## src/rtl/gamma_cycle_sequencer.sv

```systemverilog
// ---------------------------------------------------------------------------
// gamma_cycle_sequencer
//
// Runs one gamma cycle of pulse-width-encoded temporal compute. A start
// request latches a vector of spike times. The block then holds the operator
// network in gamma reset (grst) for one cycle. Next it drives each legal input
// as a PULSE_WIDTH-wide pulse beginning at its spike time. It also records
// when the network result line first rises. The first rise is reported as a
// spike time when the cycle ends.
//
// Ports:
//   aclk       clock, all logic on the rising edge
//   rst_n      asynchronous active-low reset
//   start      request to run one gamma cycle (accepted when start & ready)
//   ready      high while idle
//   in_valid   per-input spike-present flags
//   in_time    packed spike times, input i at [i*TW +: TW]
//   grst       gamma reset to the operator network
//   spike      pulse-width-encoded input lines
//   res        result line from the operator network
//   busy       high for the whole gamma cycle
//   done       one-cycle pulse when out_valid/out_time are updated
//   out_valid  res rose during the last gamma cycle
//   out_time   spike time of res, all-ones when out_valid is low
//   err        a valid input carried a time beyond MAX_T
// ---------------------------------------------------------------------------
module gamma_cycle_sequencer #(
    parameter int GAMMA_CYCLE_WIDTH = 16,
    parameter int PULSE_WIDTH       = 8,
    parameter int N_INPUTS          = 2,
    localparam int TW               = $clog2(GAMMA_CYCLE_WIDTH)
) (
    input  logic                   aclk,
    input  logic                   rst_n,
    input  logic                   start,
    output logic                   ready,
    input  logic [N_INPUTS-1:0]    in_valid,
    input  logic [N_INPUTS*TW-1:0] in_time,
    output logic                   grst,
    output logic [N_INPUTS-1:0]    spike,
    input  logic                   res,
    output logic                   busy,
    output logic                   done,
    output logic                   out_valid,
    output logic [TW-1:0]          out_time,
    output logic                   err
);

    localparam int MAX_T = GAMMA_CYCLE_WIDTH - 1 - PULSE_WIDTH;

    // Spike-window arithmetic is done one bit wider than the counter, because
    // t + PULSE_WIDTH of an illegal time can exceed the counter range.
    localparam logic [TW:0]   MAX_T_X = (TW+1)'(MAX_T);
    localparam logic [TW:0]   PW_X    = (TW+1)'(PULSE_WIDTH);
    localparam logic [TW-1:0] G_LAST  = TW'(GAMMA_CYCLE_WIDTH - 1);
    localparam logic [TW-1:0] ONE     = TW'(1);

    typedef enum logic {IDLE, RUN} state_t;

    state_t                   state;
    logic [TW-1:0]            g;
    logic [N_INPUTS-1:0]      lat_valid;
    logic [N_INPUTS*TW-1:0]   lat_time;
    logic                     cap_valid;
    logic [TW-1:0]            cap_time;

    logic [N_INPUTS-1:0]      spike_nx;
    logic                     err_nx;
    logic                     res_hit;
    logic [TW:0]              g_nx;
    logic [TW:0]              t_ext;

    // The spike pattern is evaluated for the next counter value, so the
    // registered spike lines line up with g. A spike at time t is high for
    // g in [t+1, t+PULSE_WIDTH], which puts time 0 at g=1.
    always_comb begin
        spike_nx = '0;
        err_nx   = 1'b0;
        g_nx     = {1'b0, g} + (TW+1)'(1);
        t_ext    = '0;
        for (int i = 0; i < N_INPUTS; i++) begin
            t_ext = {1'b0, lat_time[i*TW +: TW]};
            spike_nx[i] = lat_valid[i] && (t_ext <= MAX_T_X) &&
                          (g_nx > t_ext) && (g_nx <= t_ext + PW_X);
            if (in_valid[i] && ({1'b0, in_time[i*TW +: TW]} > MAX_T_X)) begin
                err_nx = 1'b1;
            end
        end
    end

    // The first rise of res wins. Activity during the grst cycle (g=0) is
    // ignored, because the network is still being reset then.
    assign res_hit = (state == RUN) && res && !cap_valid && (g != '0);

    always_ff @(posedge aclk or negedge rst_n) begin
        if (!rst_n) begin
            state     <= IDLE;
            g         <= '0;
            lat_valid <= '0;
            lat_time  <= '0;
            cap_valid <= 1'b0;
            cap_time  <= '1;
            ready     <= 1'b1;
            grst      <= 1'b1;
            spike     <= '0;
            busy      <= 1'b0;
            done      <= 1'b0;
            out_valid <= 1'b0;
            out_time  <= '1;
            err       <= 1'b0;
        end else begin
            case (state)
                IDLE: begin
                    done <= 1'b0;
                    if (start && ready) begin
                        state     <= RUN;
                        g         <= '0;
                        lat_valid <= in_valid;
                        lat_time  <= in_time;
                        cap_valid <= 1'b0;
                        cap_time  <= '1;
                        err       <= err_nx;
                        grst      <= 1'b1;
                        spike     <= '0;
                        busy      <= 1'b1;
                        ready     <= 1'b0;
                    end
                end
                RUN: begin
                    if (res_hit) begin
                        cap_valid <= 1'b1;
                        cap_time  <= g - ONE;
                    end
                    // The final edge also samples res, so a rise in the last
                    // cycle goes straight to the outputs.
                    if (g == G_LAST) begin
                        state     <= IDLE;
                        done      <= 1'b1;
                        grst      <= 1'b1;
                        spike     <= '0;
                        busy      <= 1'b0;
                        ready     <= 1'b1;
                        out_valid <= cap_valid || res_hit;
                        out_time  <= cap_valid ? cap_time :
                                     (res_hit ? g - ONE : '1);
                    end else begin
                        g     <= g + ONE;
                        grst  <= 1'b0;
                        spike <= spike_nx;
                    end
                end
                default: state <= IDLE;
            endcase
        end
    end

endmodule

```

## config.mk

```make
export PLATFORM = sky130hd
export DESIGN_NAME = gamma_cycle_sequencer
export DESIGN_NICKNAME = d
export VERILOG_FILES = /design/src/rtl/gamma_cycle_sequencer.sv
export SDC_FILE = /design/constraint.sdc
export NUM_CORES = 1
export LEC_CHECK = 0
export ABC_AREA = 0
export CAP_MARGIN = 20
export CORE_MARGIN = 3
export CORE_UTILIZATION = 35
export DETAILED_ROUTE_END_ITERATION = 12
export PLACE_DENSITY = 0.6
export SYNTH_ARGS = -nofsm -noshare
export SYNTH_HDL_FRONTEND = slang
export SYNTH_SLANG_ARGS = --single-unit
```

## constraint.sdc

```tcl
create_clock -name aclk -period 2.9 [get_ports aclk]
set_input_delay 0.58 -clock aclk [delete_from_list [all_inputs] [get_ports aclk]]
set_output_delay 0.58 -clock aclk [all_outputs]
set_load 0.01 [all_outputs]
```

==> run summary, run 1 <==
The clock tree synthesis step divided the H-tree into 2 levels. The number of nets still failing antenna checks after routing is 0. Synthesis inferred 32 register bits. The horizontal extent of the die came out at about 77 um. The predominant post-synthesis flop cell is sky130_fd_sc_hd__dfrtp_1. In this run, the number of DRC markers left after iteration 0 of detailed routing was 49.

Of all cell types, the one taking the most synthesized area is sky130_fd_sc_hd__dfrtp_1. In the routed layout, each cell is associated on average with a via count of between 4 and 5. The standard cell area after detailed placement came out at 0.002066 mm^2. The share of the yosys chip area belonging to registers came out at between 40% and 50%. The fraction of final layout cells sized beyond drive strength 1 came out at between 10 and 15%. The insertion delay to the later sink of the worst-skew pair came out at 280 ps. The sequential cell area came out at slightly above 800 um^2.

At the worst endpoint, the required time is approximately 3100 ps. The final design instance area without fill came out at 0.002166 mm^2. The number of global-route vias before repair is 1283. The worst hold path belongs to the class flip-flop to flip-flop. The clock arrives with 8.479 ps of skew. The max-capacitance violation count is 0. STA classifies the critical path startpoint as a flip-flop. The number of synthesized flops with an enable pin came out at 0.

The distinct cell type count after synthesis is 38. The flow ran to the end, and the final reports show no timing, DRC or antenna violations. The detailed-route wire length came out at 3697 um. The largest family of logic cells by synthesized area is simple AND/OR/NAND/NOR gates. The die height is 77.07 um. The power per cell area is 1181 mW/mm^2. The total negative setup slack came out at 0 ps. The average footprint of a synthesized cell came out at approximately 9.8 um^2.

The maximum clock rate is 441.1 MHz. The die covers 0.005940 mm^2. The number of buffers inserted by post-CTS setup repair came out at 0. The met3 demand-to-capacity share in global routing came out at 3.521%. The cell sitting at the root of the clock tree is a sky130_fd_sc_hd__clkbuf_8.

The first-pass detailed-route iteration total came out at 4. The half-perimeter wire length after placement came out at around 2700 um. Of the total synthesized cell area, the portion taken by full adders, half adders and majority gates is 11.32%.

The final layout contains 238 nets. The portion of the clock cycle consumed by the worst path in the final layout came out at 78.18%. The xor and xnor area share after synthesis came out at about 2.0%. The area growth from synthesis to layout is 22.51%. The most frequent cell after synthesis is sky130_fd_sc_hd__nand2_1.

The number of pins with negative max-slew slack in the final report is 0. For this block, the via count after detailed routing is roughly 1300. The global placer's final weighted congestion is around 0.85.

The critical path in this run is classified as flip-flop to flip-flop. Setup repair after global routing left no endpoint under its margin. For this run the aggregate overflow at the end of global routing stands at 0. The synthesized netlist devotes 15.22% of its cell area to compound gates.

The first-pass GRT wire length came out at about 6300 um. STA puts the critical path data arrival time at between 2000 and 2500 ps. The share of synthesized area in the top cell type comes to about 31%. The hold violation count in the final report is 0.

The final-layout worst hold slack came out at around 470 ps. The largest voltage drop on the vdd net is approximately 440 uV. The leakage power is 0.9893 nW. The number of warnings issued by yosys is 0. Counting flops with an async set or reset pin after synthesis yields a share of 100.0%. The initial utilization of the core area, before any placement, comes to between 30% and 40%.

The footprint of the multi-input gates is slightly above 800 um^2. The core region area came out at about 0.0048 mm^2. The highest-utilization routing layer at the global route stage is met2. During placement, the flow inserted port buffers numbering 25. Setup violations remaining at the end of the flow were counted as 0. The gate count of the mapped netlist came out at between 150 and 200. The total number of clock tree sinks came out at 32. The final routed DRC violation total is 0. The I/O pin total came out at 26. The area share of and/or/nand/nor cells after synthesis came out at around 18%. The global-route total usage across every layer came out at 13.46%. The transition time at the pin with the least slew margin came out at roughly 510 ps. The proportion of synthesized area in mux cells came out at 0.5662%. The number of antenna violations at the first check in global routing came out at 0. Ranked by total cell area, the synthesized netlist is headed by sky130_fd_sc_hd__dfrtp_1 (31%), sky130_fd_sc_hd__dfstp_2 (15%), sky130_fd_sc_hd__ha_1 (11%). The count of hold-fix buffers inserted at cts is 0. In the final routed layout, each cell accounts on average for between 10 and 15 um. In this run the deepest clock path goes through 2 buffers. The met2 demand-to-capacity share in global routing is between 10% and 20%. The worst-path maximum fanout is 9. Counting instances in the post-synthesis netlist gives the leading cell types as sky130_fd_sc_hd__nand2_1 (32), sky130_fd_sc_hd__dfrtp_1 (22), sky130_fd_sc_hd__inv_1 (17), sky130_fd_sc_hd__ha_1 (16), sky130_fd_sc_hd__dfstp_2 (10).

In this run the core area contains 25 standard-cell rows. The met1 layer usage reported by global route is 19.04%. Clock-pin slew was measured on the worst setup and hold paths at 70 ps. The final period demand of the worst path is 2267 ps. The category of the worst setup path capture point is a flip-flop. The antenna cell count came out at 0.

The cell area that synthesis handed to floorplanning was 0.001768 mm^2. In this run the tightest slew margin relative to its limit is 65.80%. The number of gates resized after cts came out at 0.

The final-layout fill cell count is 480. Entering global routing, the biggest net connects 33 pins. TritonCTS built the clock tree. The number of buffers created by CTS is 5. Counting every net in the synthesized netlist gives 210.
==> critical path, cell delays in order (launching register included) <==
cell and delay (ps):
sky130_fd_sc_hd__dfrtp_1 550, sky130_fd_sc_hd__inv_1 80, sky130_fd_sc_hd__ha_1 380, sky130_fd_sc_hd__ha_1 340, sky130_fd_sc_hd__nor2b_1 200, sky130_fd_sc_hd__o21ai_2 90
sky130_fd_sc_hd__a221oi_1 250, sky130_fd_sc_hd__o32a_1 220, sky130_fd_sc_hd__o41ai_2 60
==> area by class of cell <==
class / instances / share of cell area (%)
Sequential cell: 32 / 37.55
Multi-Input combinational cell: 123 / 38.24
Inverter: 18 / 3.120
Clock buffer: 8 / 4.622
Timing Repair Buffer: 28 / 12.59
Tap cell: 67 / 3.871
==> sequential cells by signal (all words and copies together) (netlist names) <==
name,count
cap_time,4
spike,2
state,1
lat_valid,2
err,1
grst,1
ready,1
done,1
out_valid,1
busy,1
g,4
lat_time,8
out_time,4
cap_valid,1
==> metal layers <==
| layer | share of wire [%] | wire length (um) |
|---|---|---|
| met1 | 51 | 1871 |
| met2 | 44 | 1644 |
| met3 | 3.7 | 136 |
| met4 | 1.2 | 44 |
| met5 | 0 | 0 |
==> stage by stage <==
stage / power [mW] / cells / worst slack (ps) / utilization [%]
after floorplan: 1.791 / 180 / 908.9 / -
after global placement: 2.153 / 268 / 770.4 / 42.88
after detailed placement: 2.191 / 268 / 654.3 / 42.88
after CTS: 2.583 / 276 / 627.5 / 44.96
after global routing: 2.802 / 276 / 488.4 / 44.96
final: 2.558 / 276 / 632.9 / 44.96
==> path summary, 6_finish.rpt <==
kind | cells past startpoint | to | from | slack, ps
max | 8 | spike[0] | g[0] | 630
min | 2 | out_time[3] | out_time[3] | 470
max reg2reg | 8 | spike[0] | g[0] | 630
min reg2reg | 2 | out_time[3] | out_time[3] | 470
max in group asynchronous | 2 | cap_time[1] | rst_n | 1870
min in group asynchronous | 2 | done | rst_n | 700
==> cells by family (layout without fill, tap and decap cells) <==
kind of cell	Yosys count	count (layout)
simple gates	65	65
flops	32	32
xor+xnor	4	4
fa+ha+maj	16	16
compound gates	37	37
mux	1	1
buf+inv	25	54
==> layout by cell type (no fill, tap or decap), types with 2 or more instances in the layout <==
cell type                          n
sky130_fd_sc_hd__dfstp_2          10
sky130_fd_sc_hd__a21o_1            2
sky130_fd_sc_hd__dfrtp_1          22
sky130_fd_sc_hd__ha_1             16
sky130_fd_sc_hd__o21ai_0           9
sky130_fd_sc_hd__clkdlybuf4s50_1  25
sky130_fd_sc_hd__nor2b_1           2
sky130_fd_sc_hd__nand2_2           2
sky130_fd_sc_hd__nand3_1           7
sky130_fd_sc_hd__clkbuf_8          7
sky130_fd_sc_hd__nand2_1          32
sky130_fd_sc_hd__nand2b_1          2
sky130_fd_sc_hd__nand3_4           2
sky130_fd_sc_hd__o21ai_1           3
sky130_fd_sc_hd__xor2_1            2
sky130_fd_sc_hd__xnor2_1           2
sky130_fd_sc_hd__nand4_1           3
sky130_fd_sc_hd__o22ai_1           2
sky130_fd_sc_hd__a21oi_1           7
sky130_fd_sc_hd__inv_1            17
sky130_fd_sc_hd__buf_4             3
sky130_fd_sc_hd__nor2_1            8
sky130_fd_sc_hd__nor3_1            5
sky130_fd_sc_hd__a221oi_1          4
==> where the power goes <==
group / internal (mW) / total, mW / switching, mW
combinational: 0.603 / 1.31 / 0.703
sequential: 0.697 / 0.872 / 0.175
clock: 0.217 / 0.379 / 0.163
total: 1.52 / 2.56 / 1.04
No activity file was read; power rests on OpenSTA's default activity.
==> inputs of run 2 (changes only) <==
--- a/config.mk
+++ b/config.mk
@@ -10,7 +10,7 @@
 export CORE_MARGIN = 3
 export CORE_UTILIZATION = 35
 export DETAILED_ROUTE_END_ITERATION = 12
-export PLACE_DENSITY = 0.6
+export PLACE_DENSITY = 0.62
 export SYNTH_ARGS = -nofsm -noshare
 export SYNTH_HDL_FRONTEND = slang
 export SYNTH_SLANG_ARGS = --single-unit
==> constraint.sdc (replaced) <==
create_clock -name aclk -period 1.9 [get_ports aclk]
set_input_delay 0.38 -clock aclk [delete_from_list [all_inputs] [get_ports aclk]]
set_output_delay 0.38 -clock aclk [all_outputs]
set_load 0.01 [all_outputs]
==> run 2 against run 1 <==
Effect of this change: cell area is 6.2% higher; core utilization is 2.8 points higher; count of clock-buffer cells in the layout is 2 lower; total power is 67% higher; fmax is 23% higher; register-to-register slack worse by 580 ps; combinational power is 76% higher; sequential share of layout area is 2.1 points lower; cell count is 2.9% higher; routed wire length is 0.78% lower; largest cell class unchanged; sequential power is 49% higher.
==> run summary, run 2 (same netlist as run 1, synthesis figures left out) <==
The flow ran to the end, and the final reports show no timing, DRC or antenna violations. The core region area is slightly below 0.005 mm^2. The effective utilization at floorplan came out at a little under two fifths. In the final design database the tool counted about 250 nets. The number of global-route vias before repair is about 1400. The number of antenna violations at the first check in global routing is 0. TritonCTS built the clock tree. The number of nets still failing antenna checks after routing came out at 0. The endpoint identified for the worst register-to-register timing path is spike[0]. The number of cells on the worst reg-to-reg path is 7. The most flop-heavy register is lat_time. The I/O pin total is 26. The number of setup violations in the final report is 0. The global placer's final weighted congestion came out at 0.8051. The worst setup path is launched from a flip-flop. The worst path uses a little over nine tenths of the clock period.

The final routed DRC violation total is 0. After the first detailed-routing iteration, the DRC count stood at 52. The remaining max-slew budget at the tightest pin came out at ~70%. The routed design has 3668 um of wire.

The number of placement rows came out at 25. The largest individual stage delay along the critical path comes from the cell sky130_fd_sc_hd__dfrtp_2. The maximum number of pins on one net before global-route repair came out at 33. The die height is between 70 and 80 um. The layout overhead on the synthesized area is 30.08%.

The worst stage delay on the critical path came out at ~430 ps. The combinational power share came out at about 54%. The power per cell area came out at between 1500 and 2000 mW/mm^2. Setup slack on the worst reg-to-reg path comes out at approximately 52 ps. The leakage power came out at between 1 and 1.5 nW. The final-layout fill cell count came out at roughly 460.

The number of pins with negative max-slew slack in the final report came out at 0. The worst-path maximum fanout is 4. Across the run, the number of max-cap violations was 0. The clock tree synthesis step divided the H-tree into 2 levels. In this run the deepest clock path goes through 2 buffers. During placement, the flow inserted port buffers numbering 25. The worst min-delay path category is flip-flop to flip-flop. The largest clock skew in the final design is 7.902 ps.

The sequential power share came out at between 30% and 40%. The first global-routing pass estimated between 6000 and 7000 um of wire. The fraction of final layout cells sized beyond drive strength 1 is 22.58%. The critical path data required time is between 2000 and 2500 ps.

The internal power is roughly 2.6 mW. The number of vias per cell after detailed routing is approximately 4.8. The relative contribution of the clock network to total power is between 10% and 20%. The half-perimeter wire length after placement came out at about 2600 um. The area of the die came out at about 0.0059 mm^2.

The first-pass detailed-route iteration total came out at 4. The total congestion overflow is 0. The global-route total usage across every layer came out at between 10% and 20%.

The top cell types in the final layout, fill and taps aside, are sky130_fd_sc_hd__nand2_1 (32), sky130_fd_sc_hd__clkdlybuf4s50_1 (25), sky130_fd_sc_hd__dfrtp_1 (20), sky130_fd_sc_hd__inv_1 (15), sky130_fd_sc_hd__ha_1 (13). The largest voltage drop on the vdd net is ~1000 uV. The net switching component of the power is between 1.5 and 2 mW. The startpoint identified for the worst hold timing path is out_time[2]. Setup repair after global routing could not meet its margin everywhere. The clock transition at the register clock pins on the worst setup and hold paths after CTS is approximately 70 ps. For the worst setup path, the data arrival time is between 2000 and 2500 ps. The hold path endpoint is out_time[2]. Summing over every cut layer, the via total after detailed routing is around 1400.

The final period demand of the worst path came out at 1848 ps. The maximum clock rate is approximately 540 MHz. The clock tree root buffer cell is sky130_fd_sc_hd__clkbuf_8. The clock net in this run drives a total of 32 sinks. STA classifies the critical path endpoint as a flip-flop.

The critical path is of the flip-flop to flip-flop type. The horizontal extent of the die is approximately 77 um. The worst hold path passes through 2 cells. The number of buffers created by CTS came out at 5. The total power after layout is 4.266 mW. The critical path goes through ha_2, xor2_2, ha_1, o21ai_2, a221oi_2, o32a_1, o41ai_2. For the worst-skew pair, the clock arrives at the later sink with an insertion delay of around 290 ps.

The count of hold-fix buffers inserted at cts came out at 0. The worst register-to-register path begins at g[0]. The number of antenna diodes in the final layout is 0. Dividing the detail-routed wire length by the instance count gives between 10 and 15 um. The library cell used most frequently in the layout, excluding fill and tap cells, is sky130_fd_sc_hd__nand2_1. The transition time at the pin with the least slew margin is about 450 ps. The hold violation count in the final report came to 0.

Net switching is about two fifths of the power. The register with the most flip-flops in the layout has 8 of them. In the final timing run, aggregate negative setup slack is 0 ps.
==> run 2: cell count changes in the layout (fill, tap and decap cells not counted), moves of 2 or more <==
cell / previous run / this run
sky130_fd_sc_hd__ha_1: 16 / 13
sky130_fd_sc_hd__ha_4: 0 / 2
sky130_fd_sc_hd__dfrtp_1: 22 / 20
sky130_fd_sc_hd__inv_2: 1 / 3
sky130_fd_sc_hd__inv_1: 17 / 15
sky130_fd_sc_hd__dfrtp_2: 0 / 2
sky130_fd_sc_hd__buf_4: 3 / 10
sky130_fd_sc_hd__clkbuf_8: 7 / 5
==> run 2: critical path: cells and delay by family (launching register included) <==
| family | cells | cell delay (ps) |
|---|---|---|
| AOI/OAI and AO/OA | 4 | 570 |
| DFF | 1 | 430 |
| adders and majority gates | 2 | 560 |
| xor gates and xnor gates | 1 | 170 |
==> run 2: per-stage QoR <==
| stage | std cells | hold WS (ps) | util [%] | area, um^2 | worst slack [ps] |
|---|---|---|---|---|---|
| after CTS | 284 | 461.3 | 47.17 | 2272 | 13.03 |
| after detailed placement | 275 | 451.1 | 44.52 | 2145 | -30.08 |
| after floorplan | 180 | 84.41 | - | 1782 | 40.90 |
| after global routing | 284 | 487.1 | 47.74 | 2300 | -46.76 |
| after global placement | 275 | 448.2 | 44.52 | 2145 | 26.42 |
| final | 284 | 457.3 | 47.74 | 2300 | 52.08 |
==> run 2: cell type report <==
type,instances,area [um^2],area share [%]
multi-input cells,123,879.6,38.25
flip-flops and latches,32,815.8,35.47
repair buffers,36,345.3,15.02
well taps,67,83.83,3.645
clock buffers,6,72.57,3.156
inverters,18,67.56,2.938
clock inverters,2,35.03,1.523
==> run 2: power by group through the flow <==
| stage | Sequential (mW) | Combinational, mW | Clock, mW |
|---|---|---|---|
| after floorplan | 1.30 | 1.48 | 0 |
| after global placement | 1.31 | 2.12 | 0 |
| after detailed placement | 1.32 | 2.15 | 0 |
| after CTS | 1.30 | 2.21 | 0.666 |
| after global routing | 1.36 | 2.61 | 0.688 |
| final | 1.30 | 2.31 | 0.650 |
==> run 2: how the worst max path moves through the flow <==
stage,cells after the start,slack (ps),to,from
finish,7,50,spike[0],g[0]
global route,6,-50,spike[1],g[1]
CTS,8,10,spike[0],g[0]
detailed placement,7,-30,spike[0],g[0]
global placement,7,30,spike[1],g[0]
floorplan,7,40,spike[0],g[2]
==> run 2: repair_timing <==
action	4_1_cts	5_1_grt
buffers inserted	1	0
endpoints found under the hold margin	0	0
pin swaps	1	2
resized for setup	5	5
setup endpoints to repair	2	2
==> run 2: per-layer routing <==
| metal | GRT usage, % | wire (um) | up-vias |
|---|---|---|---|
| met2 | 22.30 | 1728 | 35 |
| li1 | - | - | 683 |
| met3 | 4.225 | 190 | 9 |
| met1 | 16.99 | 1671 | 646 |
| met5 | 0 | 0 | - |
| met4 | 5.160 | 78 | 0 |
